[src/rtl/raymarch_pkg.sv]
// raymarch_pkg: shared types and widths for the raymarcher pixel path.
package raymarch_pkg;
  typedef enum logic [1:0] {IDLE, ISSUE, WAIT, WRITE} dispatch_state_t;
  localparam int RGB_W = 24;
  localparam int COORD_W = 33;
endpackage

[src/rtl/raster_counter.sv]
// raster_counter: raster-order x/y counters plus a running framebuffer address.
module raster_counter #(
  parameter int WIDTH = 300,
  parameter int HEIGHT = 300,
  parameter int XW = 9,
  parameter int YW = 9,
  parameter int AW = 17
) (
  input  logic          clk_i,
  input  logic          rst_ni,
  input  logic          clr_i,
  input  logic          inc_i,
  output logic [XW-1:0] x_o,
  output logic [YW-1:0] y_o,
  output logic [AW-1:0] addr_o,
  output logic          last_o
);
  logic [XW-1:0] x_q, x_d;
  logic [YW-1:0] y_q, y_d;
  logic [AW-1:0] a_q, a_d;
  logic          last_x, zero;
  assign last_x = x_q == XW'(WIDTH - 1);
  assign last_o = last_x && y_q == YW'(HEIGHT - 1);
  // Wrapping to zero after the final pixel keeps the address equal to y*WIDTH+x.
  assign zero = clr_i || (inc_i && last_o);
  always_comb begin
    x_d = zero ? '0 : inc_i ? (last_x ? '0 : x_q + 1'b1) : x_q;
    y_d = zero ? '0 : (inc_i && last_x) ? y_q + 1'b1 : y_q;
    a_d = zero ? '0 : inc_i ? a_q + 1'b1 : a_q;
  end
  always_ff @(posedge clk_i) begin
    if (!rst_ni) begin
      x_q <= '0;
      y_q <= '0;
      a_q <= '0;
    end else begin
      x_q <= x_d;
      y_q <= y_d;
      a_q <= a_d;
    end
  end
  assign x_o = x_q;
  assign y_o = y_q;
  assign addr_o = a_q;
endmodule

[src/rtl/pixel_dispatcher.sv]
// pixel_dispatcher: walks a frame in raster order, feeds the raymarcher and writes results to the framebuffer.
// Optional per-pixel timeout with fallback colour is enabled by PIXEL_DISPATCH_TIMEOUT_EN.
module pixel_dispatcher
  import raymarch_pkg::*;
#(
  parameter int                WIDTH = 300,
  parameter int                HEIGHT = 300,
  parameter int                TIMEOUT = 4096,
  parameter logic [RGB_W-1:0]  FALLBACK_RGB = 24'hFF00FF,
  localparam int               AW = $clog2(WIDTH * HEIGHT)
) (
  input  logic               clk_pixel_in,
  input  logic               rst_in,
  input  logic               start_in,
  output logic               busy_out,
  output logic               frame_done_out,
  output logic [COORD_W-1:0] curr_x,
  output logic [COORD_W-1:0] curr_y,
  output logic               ray_start_out,
  input  logic               pixel_done,
  input  logic [7:0]         red_in,
  input  logic [7:0]         green_in,
  input  logic [7:0]         blue_in,
  output logic [AW-1:0]      fb_addr_out,
  output logic [RGB_W-1:0]   fb_data_out,
  output logic               fb_we_out,
  output logic [15:0]        timeout_count_out
);
  localparam int XW = $clog2(WIDTH);
  localparam int YW = $clog2(HEIGHT);
  dispatch_state_t  state_q;
  logic             busy_q, done_q, ray_q, we_q;
  logic [RGB_W-1:0] data_q;
  logic [XW-1:0]    x;
  logic [YW-1:0]    y;
  logic             last, clr;
  // A start coinciding with frame_done is dropped so every frame needs a fresh request in IDLE.
  assign clr = state_q == IDLE && start_in && !done_q;
  raster_counter #(.WIDTH(WIDTH), .HEIGHT(HEIGHT), .XW(XW), .YW(YW), .AW(AW)) u_raster (
    .clk_i(clk_pixel_in),
    .rst_ni(rst_in),
    .clr_i(clr),
    .inc_i(state_q == WRITE),
    .x_o(x),
    .y_o(y),
    .addr_o(fb_addr_out),
    .last_o(last)
  );
`ifdef PIXEL_DISPATCH_TIMEOUT_EN
  logic [15:0] wcnt_q, tcnt_q;
  assign timeout_count_out = tcnt_q;
`else
  logic unused_cfg;
  assign unused_cfg = ^{32'(TIMEOUT), FALLBACK_RGB};
  assign timeout_count_out = '0;
`endif
  always_ff @(posedge clk_pixel_in) begin
    if (!rst_in) begin
      state_q <= IDLE;
      busy_q <= 1'b0;
      done_q <= 1'b0;
      ray_q <= 1'b0;
      we_q <= 1'b0;
      data_q <= '0;
`ifdef PIXEL_DISPATCH_TIMEOUT_EN
      wcnt_q <= '0;
      tcnt_q <= '0;
`endif
    end else begin
      done_q <= 1'b0;
      ray_q <= 1'b0;
      we_q <= 1'b0;
      case (state_q)
        IDLE: if (clr) begin
          state_q <= ISSUE;
          busy_q <= 1'b1;
          ray_q <= 1'b1;
`ifdef PIXEL_DISPATCH_TIMEOUT_EN
          tcnt_q <= '0;
`endif
        end
        ISSUE: begin
          state_q <= WAIT;
`ifdef PIXEL_DISPATCH_TIMEOUT_EN
          wcnt_q <= '0;
`endif
        end
        WAIT: if (pixel_done) begin
          data_q <= {red_in, green_in, blue_in};
          state_q <= WRITE;
          we_q <= 1'b1;
        end
`ifdef PIXEL_DISPATCH_TIMEOUT_EN
        else if (wcnt_q == 16'(TIMEOUT - 1)) begin
          data_q <= FALLBACK_RGB;
          tcnt_q <= tcnt_q + {15'd0, ~&tcnt_q};
          state_q <= WRITE;
          we_q <= 1'b1;
        end else wcnt_q <= wcnt_q + 16'd1;
`endif
        WRITE: if (last) begin
          state_q <= IDLE;
          busy_q <= 1'b0;
          done_q <= 1'b1;
        end else begin
          state_q <= ISSUE;
          ray_q <= 1'b1;
        end
      endcase
    end
  end
  assign busy_out = busy_q;
  assign frame_done_out = done_q;
  assign ray_start_out = ray_q;
  assign fb_we_out = we_q;
  assign fb_data_out = data_q;
  assign curr_x = COORD_W'(x);
  assign curr_y = COORD_W'(y);
endmodule
[config.mk]
export PLATFORM = sky130hd
export DESIGN_NAME = pixel_dispatcher
export DESIGN_NICKNAME = d
export VERILOG_FILES = /design/src/rtl/raymarch_pkg.sv /design/src/rtl/raster_counter.sv /design/src/rtl/pixel_dispatcher.sv
export SDC_FILE = /design/constraint.sdc
export NUM_CORES = 1
export LEC_CHECK = 0
export ABC_AREA = 0
export BUFFER_PORTS_ARGS = -buffer_cell sky130_fd_sc_hd__buf_2
export CORE_MARGIN = 4
export CORE_UTILIZATION = 40
export CTS_CLUSTER_SIZE = 14
export DETAILED_ROUTE_END_ITERATION = 16
export MAX_ROUTING_LAYER = met4
export PLACE_DENSITY = 0.7
export SYNTH_ARGS = -nofsm -noshare
export SYNTH_HDL_FRONTEND = slang
export SYNTH_HIERARCHICAL = 1
export SYNTH_SLANG_ARGS = --single-unit
[constraint.sdc]
create_clock -name clk_pixel_in -period 5.2 [get_ports clk_pixel_in]
set_input_delay 1.04 -clock clk_pixel_in [delete_from_list [all_inputs] [get_ports clk_pixel_in]]
set_output_delay 1.04 -clock clk_pixel_in [all_outputs]
set_load 0.02 [all_outputs]
==> impl_metrics.ini <==
[outcome]
run_status = complete, no violations

[synth]
ys.warnings.count = 6
yosysTopAreaCellShare_pct = 39.5
ys_seq_area_share_pct = 39.5
yosys.cell_types.count = 40
synth_async_sr_flop_share_pct = 0
synthesis.area_per_instance_sq_um = 8.55
synthFlopType = sky130_fd_sc_hd__dfxtp_1
post_synth_edffs = 0
cells_after_synth = 385
synth_area_leaders = sky130_fd_sc_hd__dfxtp_1, sky130_fd_sc_hd__buf_4, sky130_fd_sc_hd__nand2_1, sky130_fd_sc_hd__a21boi_1, sky130_fd_sc_hd__nor2_1
synth.ff_latch_count = 65
synth.largest_area_cell = sky130_fd_sc_hd__dfxtp_1
syn_area_sq_um = 3290

[power_and_ir_drop]
total_leakage_power_nw = 1.69
peakVddDrop_uv = 143
intPower_w = 0.000849
sequential_share_of_power_pct = 43.3
power.switching_w = 0.000427
clock_network_fraction_of_design_power_pct = 32.8
finalPower_w = 0.00128
p_comb_share_pct = 23.9
swShare_pct = 33.5
power_density_nw_per_um2 = 340

[setup_path]
worst_path_max_delay_cell = sky130_fd_sc_hd__o21ai_2
slowest_delay_ns = 0.91
critical_path.endpoint_type = flop
timing.critical_path.from_type = flop
data_required_time_of_the_worst_path_ns = 5.38
crit_path_max_fanout = 27
setup.worst_path.class = flop to flop
cp_num_buf_inv = 0
cp.arrival_ns = 2.83
crit_family = compound AO/OA/AOI/OAI gates
worstPathCellList = ha_1, nand3_1, o21ai_2, nor2_1

[placed_design]
post_dp_cell_area_sq_um = 3560
detailed_placement_wirelength_estimate_um = 5210
dpl.cell_count = 564
port_buffers = 90
gp_congestion = 0.817

[route]
dr.first_iter.drc_count = 49
pre_repair_dr_iteration_count = 4
antenna_left = 0
vias = 2586
via_per_inst = 4.46
wl_per_cell_um = 11.9
drcViolationCount = 0
detail_route.wirelength_um = 6890

[layout]
fillers = 759
most_frequent_standard_cell_in_the_layout_excluding_fill_and_tap_cells = sky130_fd_sc_hd__buf_2
areaGrowthSynthToFinish_pct = 13.9
post_route_cells_drive_above_1_share_pct = 23.8
layout_common_cells = sky130_fd_sc_hd__buf_2, sky130_fd_sc_hd__nand2_1, sky130_fd_sc_hd__dfxtp_1
layout.cells.non_filler = 580
number_of_nets_at_the_end_of_the_flow = 508
antennaDiodeCount = 0
fin_area_sq_um = 3750

[timing]
timing.max_slew.rel_slack_pct = 29.6
rsz0062_at_grt = no
final_hold_viol_count = 0
max_freq_ghz = 0.376
period_share_pct = 51.1
worst_slew_pin_slew_ns = 1.06
maxSlewViolCount = 0
setup_violators_final = 0
sum_neg_setup_slack_ns = 0
worst_clock_skew_ns = 0.00809
final.min_clock_period_ns = 2.66
hold_slack_ns = 0.451

[cts]
clock_sinks = 65
clock_tree_from_tritoncts = done
cts_made_buffers = 9
cts_htree_levels = 3
worstSkewPairLatency_ns = 0.33
cts-hold-fix-buffers = 0
clock_tree.root_cell = sky130_fd_sc_hd__clkbuf_8
cts.clk_slew.worst_paths_ns = 0.08
post_cts_resized = 0
ctsLongestPathBuffers = 2
cts_setup_buffers = 0

[grt]
grt.overflow.total = 0
grt_start_max_net_pins = 34
grt_pass1_vias = 2265
grtUsageTotal_pct = 13.8
initial_antenna_violation_count = 0
grt_pass1_wl_um = 10600

[floorplanning]
rows = 32
die_height_um = 98.7
design.core.area_sq_um = 7850
dieArea_sq_um = 9750
die_x_um = 98.7
ios = 155
start_util_pct = 41.9

[worst_hold_path]
worst_hold_path_type = flop to flop

[flow_run]
max_cap_violations = 0
power by group through the flow:
| stage | sequential (W) | clock (W) | combinational [W] |
|---|---|---|---|
| after global routing | 0.000556 | 0.000455 | 0.000338 |
| after floorplan | 0.000595 | 0 | 0.000249 |
| after detailed placement | 0.000564 | 0 | 0.000305 |
| after global placement | 0.000562 | 0 | 0.000298 |
| final | 0.000552 | 0.000419 | 0.000305 |
| after CTS | 0.000552 | 0.000436 | 0.000306 |
worst register-to-register path, delay by kind of cell (launching register included):
kind,cells,cell delay [ns]
adder cells (fa/ha/maj),1,0.71
flip-flops,1,0.39
AO/OA/AOI/OAI,1,0.91
AND/OR/NAND/NOR,2,0.49
worst paths after layout:
check,start,slack [ns],end,depth (start not counted)
max,state_q[1]$_SDFFE_PN0P_,2.54,u_raster/addr_o[0]$_SDFFE_PP0P_,4
min,fb_data_out[0]$_SDFFE_PN0P_,0.45,fb_data_out[0]$_SDFFE_PN0P_,2
max reg2reg,state_q[1]$_SDFFE_PN0P_,2.54,u_raster/addr_o[0]$_SDFFE_PP0P_,4
min reg2reg,fb_data_out[0]$_SDFFE_PN0P_,0.45,fb_data_out[0]$_SDFFE_PN0P_,2
registers in the layout (all words and copies together) (netlist names), 2 cells and up:
name / cells
fb_data_out: 24
u_raster/addr_o: 17
u_raster/x_o: 9
u_raster/y_o: 9
state_q: 2
cells in the mapped netlist (2+ instances only):
library cell / number
sky130_fd_sc_hd__nand2_1: 67
sky130_fd_sc_hd__buf_4: 65
sky130_fd_sc_hd__dfxtp_1: 65
sky130_fd_sc_hd__nor2_1: 39
sky130_fd_sc_hd__a21boi_1: 24
sky130_fd_sc_hd__xnor2_1: 16
sky130_fd_sc_hd__nand4_1: 14
sky130_fd_sc_hd__xor2_1: 12
sky130_fd_sc_hd__ha_1: 7
sky130_fd_sc_hd__and3_1: 6
sky130_fd_sc_hd__a21oi_1: 5
sky130_fd_sc_hd__buf_2: 5
sky130_fd_sc_hd__inv_1: 5
sky130_fd_sc_hd__nor3_1: 5
sky130_fd_sc_hd__mux2i_1: 4
sky130_fd_sc_hd__nand3_1: 4
sky130_fd_sc_hd__nor4_1: 4
sky130_fd_sc_hd__or3_1: 4
sky130_fd_sc_hd__and2_1: 3
sky130_fd_sc_hd__clkbuf_1: 3
sky130_fd_sc_hd__nor2b_1: 3
sky130_fd_sc_hd__o21ai_0: 3
sky130_fd_sc_hd__and4bb_2: 2
sky130_fd_sc_hd__buf_6: 2
sky130_fd_sc_hd__nand2b_1: 2
sky130_fd_sc_hd__nand4_2: 2
final cells by class:
type,count,area [sq um],share of cell area (%)
inverter,5,18.8,0.500
sequential,65,1300,34.7
clock inverter,7,71.3,1.90
tap,102,128,3.40
clock buffer,9,124,3.30
timing repair buffer,90,450,12.0
multi-input combinational,302,1660,44.2
stage by stage:
stage	util, %	setup WS, ns
after global routing	47.8	2.27
after CTS	47.8	2.53
after global placement	45.3	2.63
after detailed placement	45.3	2.55
after floorplan	-	3.20
final	47.8	2.54
per-layer routing:
metal | GRT usage (%) | share of wire, % | vias to the layer above
met3 | 3.68 | 9.3 | 4
met1 | 16.9 | 45 | 1148
met4 | 6.09 | 0.81 | 0
met5 | - | 0 | -
li1 | - | - | 1324
met2 | 21.2 | 45 | 110
cells by family (layout without fill, tap and decap cells):
family,after synthesis,count (layout),share of synthesized area [%]
other cells,1,64,0.114
simple gates,160,160,23.3
xor+xnor,28,28,7.45
compound gates,39,39,8.44
buf+inv,81,111,17.3
mux,4,4,1.22
fa+ha+maj,7,7,2.66
flops,65,65,39.5
(Power assumes the default switching activity.)
